`src/rtl/mem_arb_pkg.sv`:
```
// Shared types and helpers for the output-RAM write arbiter.
// Holds the FSM state encoding and the round-robin winner search.
package mem_arb_pkg;

  typedef enum logic [1:0] {
    IDLE,
    ISSUE,
    WAIT
  } state_e;

  localparam int DEFAULT_MEM_ACCESS_LATENCY = 2;
  localparam int MAX_REQ = 8;

  // First valid requester found scanning n slots upward from ptr, wrapping.
  function automatic logic [2:0] next_rr_winner(
    input logic [MAX_REQ-1:0] valid,
    input logic [2:0]         ptr,
    input int                 n = MAX_REQ
  );
    logic [2:0] w;
    logic       found;
    int         idx;
    w     = '0;
    found = 1'b0;
    for (int i = 0; i < MAX_REQ; i++) begin
      if (i < n && !found) begin
        idx = (int'(ptr) + i) % n;
        if (valid[idx]) begin
          w     = 3'(idx);
          found = 1'b1;
        end
      end
    end
    return w;
  endfunction

endpackage

```
`src/rtl/mem_wr_arbiter_rr_priority_select.sv`:
```
// Winner select plus registered round-robin pointer.
// ARB_FIXED_PRIO_EN selects fixed lowest-index priority instead.
module rr_priority_select
  import mem_arb_pkg::*;
#(
  parameter  int NUM_REQ = 2,
  localparam int IW      = $clog2(NUM_REQ)
) (
  input  logic               clk,
  input  logic               rst,
  input  logic [NUM_REQ-1:0] valid_i,
  input  logic               adv_i,
  output logic [IW-1:0]      win_o,
  output logic               any_o
);

  logic [MAX_REQ-1:0] v8;

  always_comb begin
    v8 = '0;
    v8[NUM_REQ-1:0] = valid_i;
  end

  assign any_o = |valid_i;

`ifdef ARB_FIXED_PRIO_EN
  assign win_o = IW'(next_rr_winner(v8, 3'd0, NUM_REQ));
`else
  logic [IW-1:0] ptr_q;
  logic [IW-1:0] ptr_d;

  assign win_o = IW'(next_rr_winner(v8, 3'(ptr_q), NUM_REQ));

  // Pointer names the requester with top priority next round.
  always_comb begin
    ptr_d = ptr_q;
    if (adv_i) begin
      if (win_o == IW'(NUM_REQ - 1)) ptr_d = '0;
      else ptr_d = win_o + IW'(1);
    end
  end

  always_ff @(posedge clk) begin
    if (rst) ptr_q <= '0;
    else ptr_q <= ptr_d;
  end
`endif

endmodule

```
`src/rtl/mem_wr_arbiter.sv`:
```
// Round-robin arbiter sharing the output-RAM write port.
// Define ARB_FIXED_PRIO_EN for fixed priority; MEM_PORT_WIDTH from header_ws.vh.
`ifndef MEM_PORT_WIDTH
`define MEM_PORT_WIDTH 64
`endif

module mem_wr_arbiter
  import mem_arb_pkg::*;
#(
  parameter  int NUM_REQ            = 2,
  parameter  int ADDR_WIDTH         = 32,
  parameter  int DATA_WIDTH         = `MEM_PORT_WIDTH,
  parameter  int MEM_ACCESS_LATENCY = DEFAULT_MEM_ACCESS_LATENCY,
  localparam int IW                 = $clog2(NUM_REQ)
) (
  input  logic                          clk,
  input  logic                          rst,
  input  logic                          stall,
  input  logic [NUM_REQ-1:0]            req_valid,
  input  logic [NUM_REQ*ADDR_WIDTH-1:0] req_addr,
  input  logic [NUM_REQ*DATA_WIDTH-1:0] req_data,
  output logic [NUM_REQ-1:0]            req_ready,
  output logic [ADDR_WIDTH-1:0]         mem_addr,
  output logic [DATA_WIDTH-1:0]         mem_data,
  output logic                          mem_wr_en,
  output logic [IW-1:0]                 grant_idx,
  output logic                          busy
);

  localparam int DLY_W =
    (MEM_ACCESS_LATENCY > 2) ? $clog2(MEM_ACCESS_LATENCY) : 1;
  localparam logic [DLY_W-1:0] DLY_LOAD =
    DLY_W'(MEM_ACCESS_LATENCY - 2);

  state_e                 state_q, state_d;
  logic [DLY_W-1:0]       dly_q, dly_d;
  logic [ADDR_WIDTH-1:0]  addr_q, addr_d;
  logic [DATA_WIDTH-1:0]  data_q, data_d;
  logic [IW-1:0]          gidx_q, gidx_d;
  logic [NUM_REQ-1:0]     rdy_q, rdy_d;
  logic                   wr_q, wr_d;
  logic                   adv;
  logic [IW-1:0]          win;
  logic                   any;

  rr_priority_select #(
    .NUM_REQ(NUM_REQ)
  ) u_sel (
    .clk    (clk),
    .rst    (rst),
    .valid_i(req_valid),
    .adv_i  (adv),
    .win_o  (win),
    .any_o  (any)
  );

  always_comb begin
    state_d = state_q;
    dly_d   = dly_q;
    addr_d  = addr_q;
    data_d  = data_q;
    gidx_d  = gidx_q;
    rdy_d   = '0;
    wr_d    = 1'b0;
    adv     = 1'b0;
    unique case (state_q)
      IDLE: begin
        if (!stall && any) begin
          adv     = 1'b1;
          addr_d  = req_addr[win*ADDR_WIDTH +: ADDR_WIDTH];
          data_d  = req_data[win*DATA_WIDTH +: DATA_WIDTH];
          gidx_d  = win;
          rdy_d   = NUM_REQ'(1) << win;
          wr_d    = 1'b1;
          state_d = ISSUE;
        end
      end
      ISSUE: begin
        if (MEM_ACCESS_LATENCY == 1) begin
          state_d = IDLE;
        end else begin
          dly_d   = DLY_LOAD;
          state_d = WAIT;
        end
      end
      WAIT: begin
        // Counts down regardless of stall.
        if (dly_q == '0) state_d = IDLE;
        else dly_d = dly_q - DLY_W'(1);
      end
      default: state_d = IDLE;
    endcase
  end

  always_ff @(posedge clk) begin
    if (rst) begin
      state_q <= IDLE;
      dly_q   <= '0;
      addr_q  <= '0;
      data_q  <= '0;
      gidx_q  <= '0;
      rdy_q   <= '0;
      wr_q    <= 1'b0;
    end else begin
      state_q <= state_d;
      dly_q   <= dly_d;
      addr_q  <= addr_d;
      data_q  <= data_d;
      gidx_q  <= gidx_d;
      rdy_q   <= rdy_d;
      wr_q    <= wr_d;
    end
  end

  assign req_ready = rdy_q;
  assign mem_addr  = addr_q;
  assign mem_data  = data_q;
  assign mem_wr_en = wr_q;
  assign grant_idx = gidx_q;
  assign busy      = (state_q != IDLE);

endmodule

```
`config.mk`:
```
export PLATFORM = sky130hd
export DESIGN_NAME = mem_wr_arbiter
export DESIGN_NICKNAME = d
export VERILOG_FILES = /design/src/rtl/mem_arb_pkg.sv /design/src/rtl/mem_wr_arbiter_rr_priority_select.sv /design/src/rtl/mem_wr_arbiter.sv
export SDC_FILE = /design/constraint.sdc
export NUM_CORES = 1
export LEC_CHECK = 0
export ABC_AREA = 1
export BUFFER_PORTS_ARGS = -buffer_cell sky130_fd_sc_hd__buf_2
export CAP_MARGIN = 10
export CELL_PAD_IN_SITES_DETAIL_PLACEMENT = 1
export CELL_PAD_IN_SITES_GLOBAL_PLACEMENT = 1
export CORE_MARGIN = 2
export CORE_UTILIZATION = 30
export CTS_BUF_LIST = sky130_fd_sc_hd__clkbuf_16
export DETAILED_ROUTE_END_ITERATION = 8
export PLACE_DENSITY = 0.91
export SYNTH_ARGS = -nofsm -noshare
export SYNTH_HDL_FRONTEND = slang
export SYNTH_SLANG_ARGS = --single-unit
```
`constraint.sdc`:
```
create_clock -name clk -period 2.4 [get_ports clk]
set_input_delay 0.48 -clock clk [delete_from_list [all_inputs] [get_ports clk]]
set_output_delay 0.48 -clock clk [all_outputs]
set_load 0.02 [all_outputs]
```
# [Word level (Yosys, flattened, before mapping)]
# Cells that the tools add are included.
[word_totals] rom_bits=0 word_cells=49 ff_bits=104 memories=0 out_inout_bits=101 ram_bits=0 latch_bits=0 inputBits=197
[classes] n_lt_le_gt_ge=2 addsub=3 n_div=0 multipliers=0 n_eq_ne=4 n_mux=17 n_reduce_logical=9 bitwise_logic=3 shifts=3
[ops] op="$shiftx 128x8->64" n=1
[ops] op="$shiftx 64x7->32" n=1
[ops] op="$mux 1" n=12
[ops] op="$pmux 2 s3" n=1
[ops] op="$lt 2x5->1 const B" n=1
[ops] op="$lt 1x4->1 const B" n=1
[ops] op="$mux 2" n=2
[ops] op="$ne 2x2->1 const B" n=2
[ops] op="$reduce_and 2->1" n=2
[ops] op="$reduce_bool 2->1" n=2
[ops] op="$reduce_or 3->1" n=1
[ops] op="$add 1x1->1 const B" n=2
[ops] op="$bmux 1 s2" n=1
[ops] op="$eq 2x1->1 const B" n=1
[ops] op="$eq 2x2->1 const B" n=1
[ops] op="$logic_not 2->1" n=1
[ops] op="$not 1->1" n=2
[ops] op="$pmux 1 s2" n=1
[ops] op="$reduce_or 2->1" n=1
[ops] op="$shl 1x1->2 const A" n=1
[ops] op="$and 1x1->1 const A" n=1
[ops] op="$logic_and 1x1->1" n=1
[ops] op="$logic_not 1->1" n=1
[ops] op="$sub 1x1->1 const B" n=1

# [Longest topological paths before layout]
[depth] depth_word=9 mapped_depth=10 ltp_nobuf=8

# [Hierarchy]
# Synthesis repeated with hierarchy kept, for this count alone.
[hier_totals] hier_cells=771 area_unflattened_um2=4979.8
[by_module_without_submodules] module="mem_wr_arbiter" n_inst=1 seq_area_each_um2=2042.0 cells_per_inst=761 area_per_inst_um2=4918.5
[by_module_without_submodules] module="rr_priority_select" n_inst=1 seq_area_each_um2=20.0 cells_per_inst=10 area_per_inst_um2=61.3

# [Worst setup path before layout]
# OpenSTA, ideal clock, no wires.
[synth_path] path_type="in2reg" start="input rst" end="register data_q[18] (netlist: mem_data[18])" path_stages=6 arrival_ns=1.361 required_ns=2.341 n_path_buf=3 slack_ns=0.980 setup_ns=0.059 cell_sequence="buf_2 inv_1 clkbuf_1 clkbuf_1 nand2_1 nand2_1"
[synth_rtl] element="from (decl)" line_no="mem_wr_arbiter.sv:17" text="input logic rst,"
[synth_rtl] element="to (signal assigned)" line_no="mem_wr_arbiter.sv:108" text="data_q <= data_d;"
[synth_rtl] element="to (decl)" line_no="mem_wr_arbiter.sv:38" text="logic [DATA_WIDTH-1:0] data_q, data_d;"

# [Worst setup path after layout]
[layout_path] start="register state_q[1]" end="register data_q[20] (netlist: mem_data[20])"
[layout_via] elab_chain_len=2
[layout_rtl] element="from (decl)" line_no="mem_wr_arbiter.sv:35" text="state_e state_q, state_d;"
[layout_rtl] element="from (signal assigned)" line_no="mem_wr_arbiter.sv:105" text="state_q <= state_d;"
[layout_rtl] element="$logic_not 2->1" line_no="mem_wr_arbiter.sv:66" text="unique case (state_q)"
[layout_rtl] element="$reduce_and 2->1 (no source line)"
# No other way between the ends.
# A chain may end at the register's enable or synchronous reset.

==> impl_metrics.json <==
{
  "core_sq_mm": 0.0153,
  "reg2reg_depth": 9,
  "crit_slowest_cell": "nor2_4",
  "drive_above_1_share_pct": 32.2,
  "p_leak_nw": 3.86,
  "synth_area_leaders": "dfxtp_1, nand2_1, nand3_1",
  "worstPathCellList": "nor2_1 -> buf_4 -> nand2_1 -> nor2_4 -> buf_4 -> nand2_1 -> nand2_1 -> nand2_1 -> nand2_1",
  "min_path_cells": 3,
  "slowest_delay_ns": 0.38,
  "place_ws_ns": 0.557,
  "max-cap-violations": 0,
  "track_usage_pct": 20.3,
  "synth_seq_area_share_pct": 43.5,
  "nNetsFinal": 1217,
  "ioPinCount": 298,
  "period_share_pct": 69.2,
  "portBuffers": 297,
  "overflow": 0,
  "synth_common_cells": "nand2_1, nand3_1, dfxtp_1, a21oi_1, clkbuf_1",
  "fillers": 2123,
  "slew_headroom_pct": 65.5,
  "drt-vias-per-instance": 4.61,
  "place.gp.congestion": 0.785,
  "clock_sinks": 103,
  "rrSetupSlack_ns": 0.74,
  "timing.setup.tns_ns": 0,
  "cts_hold_buf": 0,
  "area_growth_pct": 40.9,
  "drtPass1Iterations": 6,
  "critPathBufInv": 2,
  "cts_made_buffers": 9,
  "dieArea_sq_mm": 0.0168,
  "die_h_um": 130,
  "avgSynthCellArea_sq_um": 6.30,
  "avgRoutedWirePerCell_um": 14.0,
  "h-tree-depth": 3,
  "outcome": "finished, final reports clean",
  "grt_pass1_vias": 5575,
  "setup_viol": 0,
  "endpoint_kind": "register",
  "peakVddDrop_mv": 0.346,
  "seqPwrFrac_pct": 45.3,
  "cts-root-buf": "clkbuf_16",
  "yosysWarnings": 0,
  "min_period_ns": 1.66,
  "timing.final.hold_violations": 0,
  "synth-edff-count": 0,
  "ys.flop_type": "dfxtp_1",
  "p_per_area_mw_per_mm2": 626,
  "drtIter0Drc": 223,
  "die_w_um": 130,
  "synth_cell_types": 14,
  "cts_setup_buffers": 0,
  "critical_path_class": "reg2reg",
  "hp-start": "req_addr[15]",
  "hold_path_class": "in2reg",
  "cts_buffer_depth": 2,
  "initial_utilization_pct": 31.0,
  "synth-seq-cells": 103,
  "fmaxAchievable_mhz": 602,
  "synth_nets": 950,
  "cp_data_required_time_ns": 2.69,
  "grt_max_degree": 64,
  "finalClockSkew_ns": 0.00963,
  "netSwitchingFraction_pct": 31.2,
  "wirelength_um": 17300,
  "min_to": "mem_addr[15]",
  "maxSlewViolCount": 0,
  "fin_ws_ns": 0.740,
  "grt_pass1_wl_um": 27200,
  "path_max_fanout": 16,
  "critPathMostFrequentCell": "nand2_1",
  "r2r-start": "state_q[1]",
  "worst_slew_pin_slew_ns": 0.517,
  "ant_nets": 0,
  "critPathTopFamily": "simple AND/OR/NAND/NOR gates",
  "syn_inst": 753,
  "cts_tree": "yes",
  "rsz0062_at_grt": "false",
  "switching_power_mw": 1.30,
  "clk_pin_slew_ns": 0.07,
  "reg2reg_to": "mem_data[20]",
  "antenna_found_initial": 1,
  "synth_top_area_share_pct": 43.5,
  "synth.most_common_cell": "nand2_1",
  "synth_top_area_cell": "dfxtp_1",
  "cts_resized": 0,
  "num_rows": 45,
  "startpoint_type": "register",
  "vias": 5705,
  "cp.arrival_ns": 1.95,
  "clock_latency_ns": 0.35,
  "remaining_drc_errors": 0,
  "whs_ns": 0.353,
  "comb_power_share_pct": 22.9,
  "power.clock.fraction_pct": 31.8,
  "syn_area_sq_mm": 0.00474,
  "post-dp-hpwl_um": 13100,
  "async_flop_share_pct": 0,
  "internal_power_mw": 2.88
}
-- per-layer routing --
metal,up-vias,share of wire (%),track usage (%)
met5,-,0,0
met4,0,2.7,7.15
met3,31,7.1,5.66
met2,188,49,35.9
met1,2599,41,23.5
li1,2887,-,-
-- kinds of logic (layout without fill, tap and decap cells) --
kind of cell	after synthesis	in the layout	synth area share, %
other cells	0	1	0
simple gates	553	553	46.7
buf+inv	64	336	6.23
flops	103	103	43.5
compound gates	33	33	3.54
-- power by group through the flow --
stage	sequential (mW)	clock, mW	combinational (mW)
floorplan	2.09	0	0.394
global placement	1.93	0	0.949
detailed placement	1.93	0	0.967
CTS	1.90	1.37	0.970
global route	1.91	1.44	1.07
finish	1.90	1.33	0.956
-- placed cells by master, fill, tap and decap left out --
master      instances
nand3_4             1
nor2_4              2
clkbuf_16           9
a211oi_1            1
inv_2               3
buf_2             297
a21oi_1            32
nand2_1           436
nor3_1              1
clkinvlp_4          2
buf_4              11
diode_2             1
nor2_1              5
inv_1               7
nand3_1           108
buf_12              4
dfxtp_1           103
clkinv_1            2
inv_4               1
-- layout make-up --
type,instances,area [sq um],area share (%)
diodes,1,2.50,0.0375
clock buffers,9,225,3.37
clock inverters,7,33.8,0.506
inverters,8,32.5,0.487
multi-input cells,586,2410,36.1
flip-flops and latches,103,2060,30.9
well taps,211,264,3.95
repair buffers,312,1650,24.7
-- flip-flops by register name, summed over array words and instances, names as in the netlist --
name and count:
grant_idx 1, mem_addr 32, mem_data 64, mem_wr_en 1, req_ready 2, state_q 2, u_sel.ptr_q 1
-- worst min-delay path: cells and delay by family --
family	cells	cell delay (ns)
buffers and inverters	1	0.07
and+or+nand+nor	2	0.12
-- per-stage QoR --
| step | std cells | power (mW) | util [%] | cell area, sq um |
|---|---|---|---|---|
| 3_5_place_dp | 1220 | 2.90 | 41.9 | 6420 |
| 5_1_grt | 1237 | 4.42 | 43.6 | 6680 |
| 3_3_place_gp | 1220 | 2.88 | 41.9 | 6420 |
| 4_1_cts | 1236 | 4.24 | 43.6 | 6680 |
| 2_1_floorplan | 753 | 2.48 | - | 4740 |
| 6_report | 1237 | 4.18 | 43.6 | 6680 |
-- worst max path at each step --
stage | from | end | slack (ns) | cells past startpoint
finish | state_q[1] | mem_data[20] | 0.74 | 9
global placement | stall | mem_addr[28] | 0.64 | 9
detailed placement | stall | mem_data[20] | 0.56 | 9
floorplan | rst | mem_data[18] | 0.98 | 6
CTS | state_q[1] | mem_data[20] | 0.72 | 9
global route | state_q[1] | mem_data[12] | 0.56 | 9
(Power assumes the default switching activity.)
